<file path="src/rtl/savior_pkg.sv">
// Shared types and constants for the savior movement controller.
// Direction/edge helpers keep the wall and key bit mappings in one place.
package savior_pkg;

  typedef enum logic [2:0] {DIR_NONE, DIR_R, DIR_L, DIR_U, DIR_D} dir_t;
  typedef enum logic [1:0] {IDLE, MOVE, BLOCKED} state_t;

  localparam int EDGE_L = 3;
  localparam int EDGE_T = 2;
  localparam int EDGE_R = 1;
  localparam int EDGE_B = 0;

  localparam int FIXED_POINT_MULTIPLIER = 64;

  // Edge of the savior that faces the wall when moving in direction d.
  function automatic logic [1:0] edge_of(dir_t d);
    case (d)
      DIR_L:   return 2'(EDGE_L);
      DIR_U:   return 2'(EDGE_T);
      DIR_R:   return 2'(EDGE_R);
      default: return 2'(EDGE_B);
    endcase
  endfunction

  // stopKeySignal bit that blocks direction d (key-side wall encoding).
  function automatic logic [1:0] key_bit_of(dir_t d);
    case (d)
      DIR_L:   return 2'd1;
      DIR_R:   return 2'd3;
      DIR_U:   return 2'd0;
      default: return 2'd2;
    endcase
  endfunction

endpackage

</file>
<file path="src/rtl/savior_speed_ramp.sv">
// Frame-enabled saturating speed ramp: load to min, step up to max, or drop to zero.
// speed_d_o exposes the value that will be registered so position can use it in the same frame.
module savior_speed_ramp #(
  parameter int SPEED_MIN  = 64,
  parameter int SPEED_STEP = 16,
  parameter int SPEED_MAX  = 192
) (
  input  logic        clk,
  input  logic        reset,
  input  logic        en_i,
  input  logic        clear_i,
  input  logic        load_i,
  input  logic        step_i,
  output logic [10:0] speed_d_o,
  output logic [10:0] speed_q_o
);

  logic [10:0] speed_q;
  logic [10:0] speed_d;
  logic [11:0] sum;

  always_comb begin
    sum     = {1'b0, speed_q} + 12'(SPEED_STEP);
    speed_d = speed_q;
    if (en_i) begin
      if (load_i)      speed_d = 11'(SPEED_MIN);
      else if (step_i) speed_d = (sum > 12'(SPEED_MAX)) ? 11'(SPEED_MAX) : sum[10:0];
      else             speed_d = '0;
    end
  end

  always_ff @(posedge clk) begin
    if (reset || clear_i) speed_q <= '0;
    else                  speed_q <= speed_d;
  end

  assign speed_d_o = speed_d;
  assign speed_q_o = speed_q;

endmodule

</file>
<file path="src/rtl/savior_move_ctrl.sv">
// Savior motion controller: buttons -> direction, accelerating speed and fixed-point position,
// honouring key stop requests and reporting wall blocks back to the key.
module savior_move_ctrl
  import savior_pkg::*;
#(
  parameter int SPEED_MIN  = 64,
  parameter int SPEED_STEP = 16,
  parameter int SPEED_MAX  = 192,
  parameter int BACKOFF    = 64
) (
  input  logic               clk,
  input  logic               reset,
  input  logic               startOfFrame,
  input  logic               btnRight,
  input  logic               btnLeft,
  input  logic               btnUp,
  input  logic               btnDown,
  input  logic               collisionSavBorder,
  input  logic [3:0]         HitEdgeCode,
  input  logic [3:0]         stopKeySignal,
  input  logic [10:0]        INITIAL_X,
  input  logic [10:0]        INITIAL_Y,
  input  logic               startLevel2,
  input  logic               startLevel3,
  output logic signed [10:0] topLeftX,
  output logic signed [10:0] topLeftY,
  output logic               moveRightSav,
  output logic               moveLeftSav,
  output logic               moveUpSav,
  output logic [10:0]        XspeedSav,
  output logic [10:0]        YspeedSav,
  output logic [3:0]         stopSaviorSignal,
  output state_t             state_dbg_o
);

  localparam int FP_SHIFT = $clog2(FIXED_POINT_MULTIPLIER);

  state_t      state_q;
  dir_t        dir_q, sel_dir;
  logic        hit_q;
  logic [3:0]  stop_q;
  int          x_q, y_q;
  logic        restart, same_dir, hit_now, key_blk, ramp_load, ramp_step;
  logic [10:0] speed_d, speed_q;
  int          spd, mv_x, mv_y, bo_x, bo_y;

  assign restart = reset | startLevel2 | startLevel3;

  always_comb begin
    sel_dir = DIR_NONE;
    if (btnRight)     sel_dir = DIR_R;
    else if (btnLeft) sel_dir = DIR_L;
    else if (btnUp)   sel_dir = DIR_U;
    else if (btnDown) sel_dir = DIR_D;
  end

  assign same_dir  = (sel_dir == dir_q);
  assign hit_now   = collisionSavBorder && (dir_q != DIR_NONE) && HitEdgeCode[edge_of(dir_q)];
  assign key_blk   = (sel_dir != DIR_NONE) && stopKeySignal[key_bit_of(sel_dir)];
  assign ramp_load = (sel_dir != DIR_NONE) && !same_dir && !key_blk;
  assign ramp_step = (sel_dir != DIR_NONE) && same_dir && (state_q == MOVE) && !hit_q && !key_blk;

  savior_speed_ramp #(
    .SPEED_MIN (SPEED_MIN),
    .SPEED_STEP(SPEED_STEP),
    .SPEED_MAX (SPEED_MAX)
  ) u_ramp (
    .clk      (clk),
    .reset    (reset),
    .en_i     (startOfFrame),
    .clear_i  (restart),
    .load_i   (ramp_load),
    .step_i   (ramp_step),
    .speed_d_o(speed_d),
    .speed_q_o(speed_q)
  );

  // Movement uses this frame's new speed; backoff pushes away from the wall just hit.
  always_comb begin
    spd  = int'(speed_d);
    mv_x = 0;
    mv_y = 0;
    bo_x = 0;
    bo_y = 0;
    case (sel_dir)
      DIR_R:   mv_x = spd;
      DIR_L:   mv_x = -spd;
      DIR_U:   mv_y = -spd;
      DIR_D:   mv_y = spd;
      default: ;
    endcase
    case (dir_q)
      DIR_R:   bo_x = -BACKOFF;
      DIR_L:   bo_x = BACKOFF;
      DIR_U:   bo_y = BACKOFF;
      DIR_D:   bo_y = -BACKOFF;
      default: ;
    endcase
  end

  always_ff @(posedge clk) begin
    if (restart) begin
      state_q <= IDLE;
      dir_q   <= DIR_NONE;
      hit_q   <= 1'b0;
      stop_q  <= '0;
      x_q     <= int'(INITIAL_X) * FIXED_POINT_MULTIPLIER;
      y_q     <= int'(INITIAL_Y) * FIXED_POINT_MULTIPLIER;
    end else begin
      if (hit_now) hit_q <= 1'b1;
      if (startOfFrame) begin
        dir_q <= sel_dir;
        if (sel_dir == DIR_NONE) begin
          state_q <= IDLE;
          hit_q   <= 1'b0;
          stop_q  <= '0;
        end else if (!same_dir) begin
          hit_q  <= 1'b0;
          stop_q <= '0;
          if (key_blk) begin
            state_q <= BLOCKED;
          end else begin
            state_q <= MOVE;
            x_q     <= x_q + mv_x;
            y_q     <= y_q + mv_y;
          end
        end else if (state_q == MOVE) begin
          if (hit_q) begin
            state_q                 <= BLOCKED;
            stop_q[edge_of(dir_q)] <= 1'b1;
            x_q                     <= x_q + bo_x;
            y_q                     <= y_q + bo_y;
          end else if (key_blk) begin
            state_q <= BLOCKED;
          end else begin
            x_q <= x_q + mv_x;
            y_q <= y_q + mv_y;
          end
        end
      end
    end
  end

  // Pixel = fixed point / multiplier, truncating toward zero.
  function automatic logic [10:0] to_pixel(int p);
    int q;
    q = (p < 0) ? -((-p) >>> FP_SHIFT) : (p >>> FP_SHIFT);
    return q[10:0];
  endfunction

  assign topLeftX         = to_pixel(x_q);
  assign topLeftY         = to_pixel(y_q);
  assign moveRightSav     = (dir_q != DIR_R);
  assign moveLeftSav      = !((dir_q == DIR_L) || (dir_q == DIR_D));
  assign moveUpSav        = !((dir_q == DIR_U) || (dir_q == DIR_D));
  assign XspeedSav        = ((dir_q == DIR_R) || (dir_q == DIR_L)) ? speed_q : '0;
  assign YspeedSav        = ((dir_q == DIR_U) || (dir_q == DIR_D)) ? speed_q : '0;
  assign stopSaviorSignal = stop_q;
  assign state_dbg_o      = state_q;

endmodule

</file>
<file path="config.mk">
export PLATFORM = sky130hd
export DESIGN_NAME = savior_move_ctrl
export DESIGN_NICKNAME = d
export VERILOG_FILES = /design/src/rtl/savior_pkg.sv /design/src/rtl/savior_speed_ramp.sv /design/src/rtl/savior_move_ctrl.sv
export SDC_FILE = /design/constraint.sdc
export NUM_CORES = 1
export LEC_CHECK = 0
export ABC_AREA = 1
export CAP_MARGIN = 10
export CORE_AREA = 2 2 143 145
export DETAILED_ROUTE_END_ITERATION = 6
export DIE_AREA = 0 0 145 147
export PLACE_DENSITY_LB_ADDON = 0.08
export SLEW_MARGIN = 20
export SYNTH_ARGS = -nofsm -noshare
export SYNTH_HDL_FRONTEND = slang
export SYNTH_SLANG_ARGS = --single-unit
export TNS_END_PERCENT = 100
</file>
<file path="constraint.sdc">
create_clock -name clk -period 10.4 [get_ports clk]
set_clock_uncertainty 0.1 [all_clocks]
set_input_delay 1.56 -clock clk [delete_from_list [all_inputs] [get_ports clk]]
set_output_delay 1.56 -clock clk [all_outputs]
set_load 0.01 [all_outputs]
</file>
==> results of run 1 <==
per-layer routing:
| metal | global-route usage | up-vias |
|---|---|---|
| met4 | 0.117 | 0 |
| met3 | 0.0491 | 75 |
| met2 | 0.575 | 441 |
| li1 | - | 6660 |
| met5 | 0 | - |
| met1 | 0.470 | 6049 |
cells in the final DEF (no fill, tap or decap), types with 4 or more instances in the layout:
master and instances:
nand2_1 410, inv_1 224, a21oi_1 213, o21ai_0 185, nor2_1 183, ha_1 118, nand3_1 111, clkdlybuf4s50_1 92
dfxtp_1 63, xor2_1 37, or2_2 25, nand4_1 24, edfxtp_1 22, xnor2_1 20, o22ai_1 17, a21o_1 17
nor3_1 16, o211ai_1 16, a31oi_1 15, buf_4 12, a22o_1 11, nor2_2 10, o21ai_1 10, clkbuf_16 9
nand2_2 8, inv_2 8, nor4_1 8, nor2_4 6, a32o_1 6, o21bai_1 6, a21boi_0 6, a31o_2 6
a211oi_1 5, nand2_4 4, nor3_2 4, nand3b_1 4, a221oi_1 4, fa_1 4
worst max-delay path, delay by kind of cell:
family	cells	cell delay, ns
buffers and inverters	4	0.71
adder cells (fa/ha/maj)	3	0.79
AND/OR/NAND/NOR	17	2.31
AO/OA/AOI/OAI	8	1.44
power by group:
group	internal, mW	switching [mW]
combinational	0.121	0.196
sequential	0.351	0.0216
clock	0.166	0.162
layout make-up:
type                       instances  area [um^2]  area share
multi-input combinational       1543         8770       0.664
sequential                        85         1920       0.146
timing repair buffer             104         1010      0.0766
inverter                         234          878      0.0665
tap                              270          338      0.0256
clock buffer                       9          225      0.0171
clock inverter                     7         56.3     0.00426
per-stage QoR:
step,utilization,power (mW),std cells,instance area [um^2],hold WS [ns]
after detailed placement,0.651,0.690,2236,12900,0.341
after global placement,0.651,0.684,2236,12900,0.338
after CTS,0.665,1.01,2252,13200,0.352
after floorplan,-,0.588,1906,11700,0.348
final,0.665,1.02,2252,13200,0.347
after global routing,0.665,1.07,2252,13200,0.367
worst min-delay path by stage:
stage,from,end,depth (start not counted)
after floorplan,flop,flop,2
after global placement,stopSaviorSignal[3],stopSaviorSignal[3],2
after detailed placement,stopSaviorSignal[2],stopSaviorSignal[2],2
after CTS,stopSaviorSignal[2],stopSaviorSignal[2],2
after global routing,stopSaviorSignal[3],stopSaviorSignal[3],2
final,stopSaviorSignal[2],stopSaviorSignal[2],2
cell families after synthesis:
logic type / count (synthesis) / synth area share
buffers and inverters: 278 / 0.0900
DFF: 85 / 0.164
xor gates and xnor gates: 57 / 0.0425
and+or+nand+nor: 829 / 0.313
adders and majority gates: 122 / 0.133
AOI/OAI and AO/OA: 535 / 0.258
Yosys cell counts, types with 4 or more instances:
cell	number
a211oi_1	5
a21boi_0	6
a21o_1	17
a21oi_1	213
a221oi_1	4
a22o_1	11
a31o_2	6
a31oi_1	15
a32o_1	6
buf_1	5
buf_2	10
clkbuf_1	29
dfxtp_1	63
edfxtp_1	22
fa_1	4
ha_1	118
inv_1	225
inv_2	7
nand2_1	410
nand2_2	8
nand2_4	4
nand3_1	111
nand3b_1	4
nand4_1	24
nor2_1	184
nor2_2	9
nor2_4	6
nor3_1	19
nor4_1	8
o211ai_1	16
o21ai_0	185
o21ai_1	10
o21bai_1	6
o22ai_1	17
or2_2	25
xnor2_1	20
xor2_1	37
==> qor.csv, run 1 <==
stage;metric;value;unit
timing;setup TNS;0;ns
worst_setup_path;Setup crit start kind;input port;
worst_setup_path;crit path capture;x_q[23];
logic_synthesis;register area share after synthesis;0.164;
floorplanning;Initial Util;0.591;
floorplanning;Core Region;0.0198;mm^2
finish;fill count;1890;
timing;worst-margin pin slew;0.959;ns
drt;max layer used;met4;
grt;largest net degree at the start of global routing;68;
finish;share of layout cells above drive strength 1;0.0565;
worst_setup_path;worst r2r src;u_ramp.speed_q_o[5];
power;Leak;6.40;nW
floorplanning;die area;0.0213;mm^2
worst_setup_path;CP max FO;13;
worst_setup_path;worst reg2reg path depth;28;
drt;metal3 WL;2390;um
drt;DR vias;13200;
power;power density over cell area;77.1;mW/mm^2
outcome;outcome;finished clean;
timing;Max Slew Vio Count;0;
logic_synthesis;FF+latch count, synth;85;
logic_synthesis;Async S/R FF share, synth;0;
drt;Antenna Nets Post-Route;0;
logic_synthesis;largest area contributor in the synthesized netlist;nand2_1;
timing;setup ws final;3.75;ns
drt;Avg WL per Cell;16.8;um
drt;DR WL met2;16900;um
worst_setup_path;Crit Path Class;input port to flop;
clock_network;Longest Clk Path Bufs;2;
worst_setup_path;CP endpoint kind;flop;
logic_synthesis;syn_area_per_cell;6.16;um^2
clock_network;post-CTS setup buffer count;0;
drt;DRT met1 WL;17400;um
clock_network;Sink Count;85;
clock_network;# resized after CTS;0;
timing;crit share post-route;0.640;
floorplanning;DIE HEIGHT;147;um
floorplanning;Die Wd;145;um
logic_synthesis;Synth Cell Area;0.0117;mm^2
logic_synthesis;number of synthesized flops with an enable pin;22;
finish;Area Growth Syn to Fin;12.5;%
timing;maximum clock frequency;150;MHz
worst_setup_path;RR Endpoint;x_q[23];
run;number of max-cap violations;0;
placed_design;Routability Congestion;0.992;
placed_design;post-placement setup slack;3.48;ns
clock_network;worst skew pair latency;0.36;ns
finish;Antenna Cells;0;
worst_setup_path;CP arrival;6.81;ns
worst_setup_path;delay of the slowest cell on the worst path;0.52;ns
grt;number of global-route vias before repair;12000;
drt;drt pass-1 iters;7;
timing;Final Setup Violations;0;
grt;gr ovfl total;0;
clock_network;CTS root buffer;clkbuf_16;
clock_network;Worst-path clk slew;0.07;ns
clock_network;CTS H-Tree Depth;3;
timing;post-layout minimum cycle time;6.65;ns
logic_synthesis;syn_nets;2068;
floorplanning;num ports;93;
floorplanning;cell row count;52;
worst_setup_path;CP Data Required Time;10.55;ns
logic_synthesis;Mapped Cells;1906;
timing;Final Hold Viols;0;
placed_design;# port buffers;92;
clock_network;Post-CTS Hold Fix Bufs;0;
worst_setup_path;Crit path top cell by count;nand2_1;
grt;initial antenna violation count;0;
clock_network;total CTS buffers;9;
hold_path;Hold WC Path Type;flop to flop;
drt;Residual DRC;0;
drt;DR vias/cell;5.87;
drt;DRT Wirelength;37700;um
power;Worst VDD drop;0.0738;mV
logic_synthesis;top_reg_cell synth;dfxtp_1;
logic_synthesis;post-synth top area share;0.131;
worst_setup_path;Critical Path Source;btnLeft;
worst_setup_path;slowest cell on the critical path;clkdlybuf4s50_1;
timing;RSZ-0062 raised after global routing;no;
logic_synthesis;number of synthesis warnings;0;
logic_synthesis;Synth cell types;62;
placed_design;dpl hpwl;29300;um
clock_network;CTS tree;done;
grt;first-pass GRT wire length;60800;um
finish;NumNets Final;2139;
logic_synthesis;synth top area cells;nand2_1, ha_1, dfxtp_1, a21oi_1, o21ai_0;
grt;gr usage total;0.348;
timing;Slew Limit Headroom;0.358;
worst_setup_path;flop-to-flop setup slack;5.18;ns
drt;First DRT Iteration DRCs;1062;
Note: power is estimated with default switching activity, not from simulation.
==> inputs of run 2 (changes only) <==
CORE_AREA = 2 2 150 152   (was 2 2 143 145)
DIE_AREA = 0 0 152 154   (was 0 0 145 147)
clock period = 5.5 ns   (was 10.4 ns; I/O delays follow)
==> run 2 against run 1 <==
Compared with the run above:
- hold slack gained 0.0031 ns
- final area grew 5.3%
- critical endpoint is now x_q[13]
- worst setup slack lost 3.5 ns
- clock power grew 140%
- flip-flop and latch count is the same
- non-clock buffer count grew 68
- core utilization shrank 2.5 points
- wire length grew 3.9%
- largest cell class unchanged
==> qor.csv, run 2 (synthesis gave the netlist of run 1 again) <==
stage;metric;value;unit
outcome;outcome;finished clean;
worst_setup_path;CP arrival;5.25;ns
worst_setup_path;Setup crit start kind;input port;
grt;number of global-route vias before repair;12200;
floorplanning;die area;0.0234;mm^2
grt;largest net degree at the start of global routing;45;
power;Worst VDD drop;0.154;mV
clock_network;CTS root buffer;clkbuf_16;
power;power density over cell area;153;mW/mm^2
finish;Area Growth Syn to Fin;18.5;%
drt;drt pass-1 iters;5;
drt;DRT Wirelength;39200;um
timing;RSZ-0062 raised after global routing;no;
clock_network;CTS tree;done;
worst_setup_path;delay of the slowest cell on the worst path;0.45;ns
clock_network;worst skew pair latency;0.36;ns
finish;Antenna Cells;0;
floorplanning;cell row count;54;
timing;worst-margin pin slew;0.829;ns
worst_setup_path;buffers plus inverters on the worst setup path;6;
clock_network;CTS H-Tree Depth;3;
hold_path;Hold WC Path Type;flop to flop;
finish;commonest non-fill, non-tap cell in the layout;nand2_1;
clock_network;Worst-path clk slew;0.07;ns
power;Leak;6.81;nW
finish;share of layout cells above drive strength 1;0.0932;
placed_design;dpl hpwl;30800;um
placed_design;Routability Congestion;0.983;
drt;DR vias;13500;
grt;gr ovfl total;0;
floorplanning;DIE HEIGHT;154;um
worst_setup_path;Crit path max-delay family;simple AND/OR/NAND/NOR gates;
timing;maximum clock frequency;191;MHz
drt;DR vias/cell;5.81;
timing;Hold WS;0.350;ns
finish;most frequent cells in the layout;nand2_1, inv_1, a21oi_1, nor2_1, o21ai_0;
worst_setup_path;CP endpoint kind;flop;
placed_design;# port buffers;92;
floorplanning;num ports;93;
grt;first-pass GRT wire length;62500;um
worst_setup_path;flop-to-flop setup slack;0.58;ns
timing;crit share post-route;0.951;
worst_setup_path;Levels on crit path;31;
drt;Avg WL per Cell;16.8;um
timing;post-layout minimum cycle time;5.23;ns
clock_network;Longest Clk Path Bufs;2;
finish;NumNets Final;2207;
drt;Residual DRC;0;
clock_network;total CTS buffers;9;
grt;initial antenna violation count;0;
timing;Max Slew Vio Count;0;
worst_setup_path;slowest cell on the critical path;clkdlybuf4s50_1;
worst_setup_path;worst reg2reg path depth;26;
timing;Slew Limit Headroom;0.445;
floorplanning;Die Wd;152;um
hold_path;Worst Hold Depth;2;
drt;Antenna Nets Post-Route;0;
timing;setup TNS;0;ns
timing;Final Hold Viols;0;
worst_setup_path;Crit Path Class;input port to flop;
grt;gr usage total;0.324;
timing;Final Setup Violations;0;
worst_setup_path;CP max FO;4;
worst_setup_path;CP Data Required Time;5.52;ns
drt;First DRT Iteration DRCs;966;
run;number of max-cap violations;0;
floorplanning;Initial Util;0.541;
clock_network;Sink Count;85;
floorplanning;Core Region;0.0217;mm^2
[run 2: cell types whose count changed in the layout (fill, tap and decap cells not counted), sizes merged]
cell	change
buf	+68
bufinv	+3
clkbuf	+2
clkdlybuf4s50	-3
clkinv	-3
dlymetal6s2s	+3
inv	-2
[run 2: path summary, 6_finish.rpt]
kind / start / endpoint
setup / recovery: btnDown / x_q[13]
hold / removal: stopSaviorSignal[1] / stopSaviorSignal[1]
setup reg to reg: u_ramp.speed_q_o[5] / x_q[13]
hold reg to reg: stopSaviorSignal[1] / stopSaviorSignal[1]
[run 2: per-stage QoR]
step           cells  area (um^2)  worst slack (ns)  total power, mW   util
2_1_floorplan   1906        11700             0.644             1.11      -
3_3_place_gp    2309        13400           -0.0275             1.33  0.619
3_5_place_dp    2309        13400            -0.204             1.34  0.619
4_1_cts         2325        13800             0.158             2.11  0.636
5_1_grt         2330        13900           0.00130             2.22  0.641
6_report        2330        13900             0.268             2.12  0.641
[run 2: area by class of cell]
cell class,instances,area [um^2]
Timing Repair Buffer,172,1540
Clock buffer,11,254
Tap cell,280,350
Sequential cell,85,1920
Fill cell,2074,7790
Clock inverter,5,113
Inverter,234,878
Multi-Input combinational cell,1543,8840
[run 2: timing repair]
action	CTS	global route
setup buffers	0	5
resized for setup	0	22
hold buffers	0	0
setup endpoints to repair	0	31
[run 2: metal layers]
| layer | track usage | vias up | routed length (um) |
|---|---|---|---|
| met4 | 0.103 | 0 | 1010 |
| li1 | - | 6800 | - |
| met2 | 0.534 | 495 | 17500 |
| met5 | 0 | - | 0 |
| met3 | 0.0411 | 63 | 2510 |
| met1 | 0.441 | 6177 | 18200 |
[run 2: worst register-to-register path, stage by stage (launching register included)]
cell and delay (ns):
dfxtp_1 0.43, ha_1 0.22, xor2_1 0.20, nand3_1 0.20
nand2_2 0.15, o21ai_4 0.08, nand2_1 0.09, ha_1 0.15
inv_1 0.05, nor2_1 0.16, inv_2 0.07, nor3_4 0.25
nand4_4 0.15, nor2_1 0.14, ha_1 0.24, inv_1 0.07
o22ai_1 0.09, ha_1 0.34, a21oi_1 0.20, o21ai_0 0.11
a21oi_1 0.15, buf_4 0.17, o21ai_0 0.09, or2_2 0.28
a21oi_1 0.20, o22ai_1 0.10, a22o_1 0.20
[run 2: where the power goes]
part / total [mW] / switching [mW] / internal, mW
registers: 0.705 / 0.0413 / 0.663
clock network: 0.776 / 0.297 / 0.479
logic: 0.643 / 0.385 / 0.258
==> inputs of run 3 (changes only) <==
CORE_AREA = 2 2 182 184   (was 2 2 150 152)
CTS_CLUSTER_SIZE = 25   (was not set)
DIE_AREA = 0 0 184 186   (was 0 0 152 154)
SYNTH_HIERARCHICAL = 1   (was not set)
==> run 3 against run 2 <==
Compared with the run above:
- hold slack gained 0.00086 ns
- wire length increased by 24%
- first-iteration DRC count unchanged
- via count rose by 17%
- critical path type unchanged
==> qor.csv, run 3 <==
stage;metric;value;unit
timing;RSZ-0062 raised after global routing;yes;
power;switch share;0.379;
logic_synthesis;Synth Cell Area;0.0131;mm^2
clock_network;Longest Clk Path Bufs;2;
hold_path;Hold WC Path Type;flop to flop;
timing;worst-margin pin slew;1.05;ns
worst_setup_path;CP Data Required Time;5.67;ns
finish;Antenna Cells;0;
timing;Final Setup Violations;0;
placed_design;Routability Congestion;0.931;
logic_synthesis;synth top area cells;nand2_1, ha_1, dfxtp_1, nor2_1, inv_1;
floorplanning;num ports;93;
placed_design;post-placement setup slack;-0.428;ns
placed_design;Post-Place Cells;2992;
clock_network;Sink Count;85;
placed_design;dpl hpwl;39300;um
drt;drt pass-1 iters;5;
floorplanning;die area;0.0342;mm^2
worst_setup_path;delay of the slowest cell on the worst path;0.48;ns
power;Worst VDD drop;0.157;mV
drt;DR vias;15800;
worst_setup_path;CP endpoint kind;flop;
worst_setup_path;Crit path top cell by count;nand2_1;
logic_synthesis;post-synth top area share;0.209;
clock_network;total CTS buffers;9;
grt;largest net degree at the start of global routing;67;
drt;First DRT Iteration DRCs;966;
finish;most frequent cells in the layout;nand2_1, inv_1, nor2_1, buf_4, nand3_1;
grt;gr usage total;0.284;
worst_setup_path;slowest cell on the critical path;clkdlybuf4s50_1;
power;Seq pwr share;0.339;
timing;Slew Limit Headroom;0.297;
drt;DR vias/cell;5.26;
floorplanning;Core Region;0.0322;mm^2
clock_network;Worst-path clk slew;0.07;ns
grt;first-pass GRT wire length;76100;um
timing;Final Hold Viols;0;
timing;setup ws final;0.431;ns
power;combinational cell fraction of total power;0.353;
logic_synthesis;syn_area_per_cell;5.63;um^2
worst_setup_path;Crit path max-delay family;simple AND/OR/NAND/NOR gates;
floorplanning;Initial Util;0.405;
power;power density over cell area;127;mW/mm^2
power;design internal power;1.30;mW
drt;Avg WL per Cell;16.1;um
logic_synthesis;largest area contributor in the synthesized netlist;nand2_1;
timing;Max Slew Vio Count;0;
outcome;outcome;finished clean;
finish;share of layout cells above drive strength 1;0.136;
logic_synthesis;syn_nets;2479;
logic_synthesis;FF+latch count, synth;85;
floorplanning;DIE HEIGHT;186;um
floorplanning;Die Wd;184;um
timing;Hold WS;0.351;ns
run;number of max-cap violations;0;
logic_synthesis;Async S/R FF share, synth;0;
power;sw power;0.794;mW
clock_network;worst skew pair latency;0.37;ns
logic_synthesis;top_reg_cell synth;dfxtp_1;
finish;fin cells;3011;
floorplanning;cell row count;66;
finish;fill count;3436;
finish;Area Growth Syn to Fin;26.5;%
logic_synthesis;register area share after synthesis;0.147;
grt;initial antenna violation count;0;
logic_synthesis;Mapped Cells;2318;
logic_synthesis;number of synthesis warnings;6;
finish;NumNets Final;2759;
timing;maximum clock frequency;197;MHz
grt;gr ovfl total;0;
power;Clock Power Share;0.308;
finish;commonest non-fill, non-tap cell in the layout;nand2_1;
grt;number of global-route vias before repair;14800;
clock_network;CTS root buffer;clkbuf_16;
power;Leak;8.31;nW
logic_synthesis;number of synthesized flops with an enable pin;22;
logic_synthesis;Synth cell types;45;
timing;post-layout minimum cycle time;5.07;ns
logic_synthesis;Synth top cells by count;nand2_1, nor2_1, inv_1;
worst_setup_path;buffers plus inverters on the worst setup path;8;
finish;fin util;0.513;
placed_design;# port buffers;92;
drt;DRT Wirelength;48500;um
worst_setup_path;Crit Path Class;input port to flop;
drt;Antenna Nets Post-Route;0;
worst_setup_path;Setup crit start kind;input port;
worst_setup_path;CP arrival;5.24;ns
worst_setup_path;CP max FO;4;
clock_network;CTS tree;done;
drt;Residual DRC;0;
timing;crit share post-route;0.922;
clock_network;CTS H-Tree Depth;3;
logic_synthesis;count leader, synth;nand2_1;
run 3: cell count changes after synthesis, sizes merged, moves of 11 or more:
| cell | delta |
|---|---|
| o21ai | -46 |
| inv | +42 |
| nand3b | +16 |
| a22o | -11 |
| o21bai | +19 |
| buf | +16 |
| a31oi | -12 |
| a21oi | -32 |
| nor2 | +82 |
| nand2 | +314 |
| nor3 | +12 |
| clkbuf | -12 |
| or2 | -15 |
| nand3 | +77 |
run 3: logic make-up (layout without fill, tap and decap cells):
group | count (synthesis) | in the layout | share of synthesized area
AOI/OAI and AO/OA | 422 | 422 | 0.178
xor gates and xnor gates | 50 | 50 | 0.0335
adders and majority gates | 121 | 121 | 0.118
buffers and inverters | 322 | 607 | 0.0993
DFF | 85 | 85 | 0.147
and+or+nand+nor | 1318 | 1318 | 0.424
run 3: path summary, 6_finish.rpt:
kind | slack [ns] | endpoint | depth (start not counted) | startpoint
hold / removal | 0.35 | stopSaviorSignal[1] | 2 | stopSaviorSignal[1]
setup reg to reg | 0.89 | y_q[26] | 36 | dir_q[1]
setup / recovery | 0.43 | y_q[26] | 36 | btnDown
hold reg to reg | 0.35 | stopSaviorSignal[1] | 2 | stopSaviorSignal[1]
run 3: repair_timing:
action | in CTS | in global routing
gates resized for setup | 4 | 69
hold buffers | 0 | 0
endpoints found under the setup margin | 5 | 51
pin swaps | 0 | 10
buffers inserted | 0 | 3
run 3: layout make-up:
class                      instances  area (um^2)  area share
multi-input combinational       1911        10100       0.613
timing repair buffer             317         2640       0.160
tap                              408          510      0.0309
clock inverter                     6         50.0     0.00303
clock buffer                      10          239      0.0145
sequential                        85         1920       0.116
inverter                         274         1030      0.0624
run 3: worst min-delay path: cells and delay by family (launching register included):
| kind | cells | cell delay [ns] |
|---|---|---|
| flops | 1 | 0.31 |
| compound gates | 1 | 0.05 |
| buf+inv | 1 | 0.04 |
run 3: power by group through the flow:
stage	sequential [mW]	combinational (mW)	clock (mW)
2_1_floorplan	0.697	0.434	0
3_3_place_gp	0.721	0.711	0
3_5_place_dp	0.721	0.715	0
4_1_cts	0.706	0.720	0.655
5_1_grt	0.711	0.821	0.677
6_report	0.709	0.739	0.645
run 3: layer usage:
metal | vias to the layer above | GRT usage | wire [um]
li1 | 8217 | - | -
met3 | 63 | 0.0202 | 1440
met4 | 0 | 0.0877 | 1310
met5 | - | 0 | 0
met2 | 300 | 0.522 | 23700
met1 | 7256 | 0.352 | 22100
run 3: stage by stage:
step,total power [mW],TNS (ns),cell area (um^2)
floorplan,1.13,0,13100
global placement,1.43,-7.96,15900
detailed placement,1.44,-12.98,15900
CTS,2.08,0,16200
global route,2.21,-0.0645,16500
finish,2.09,0,16500
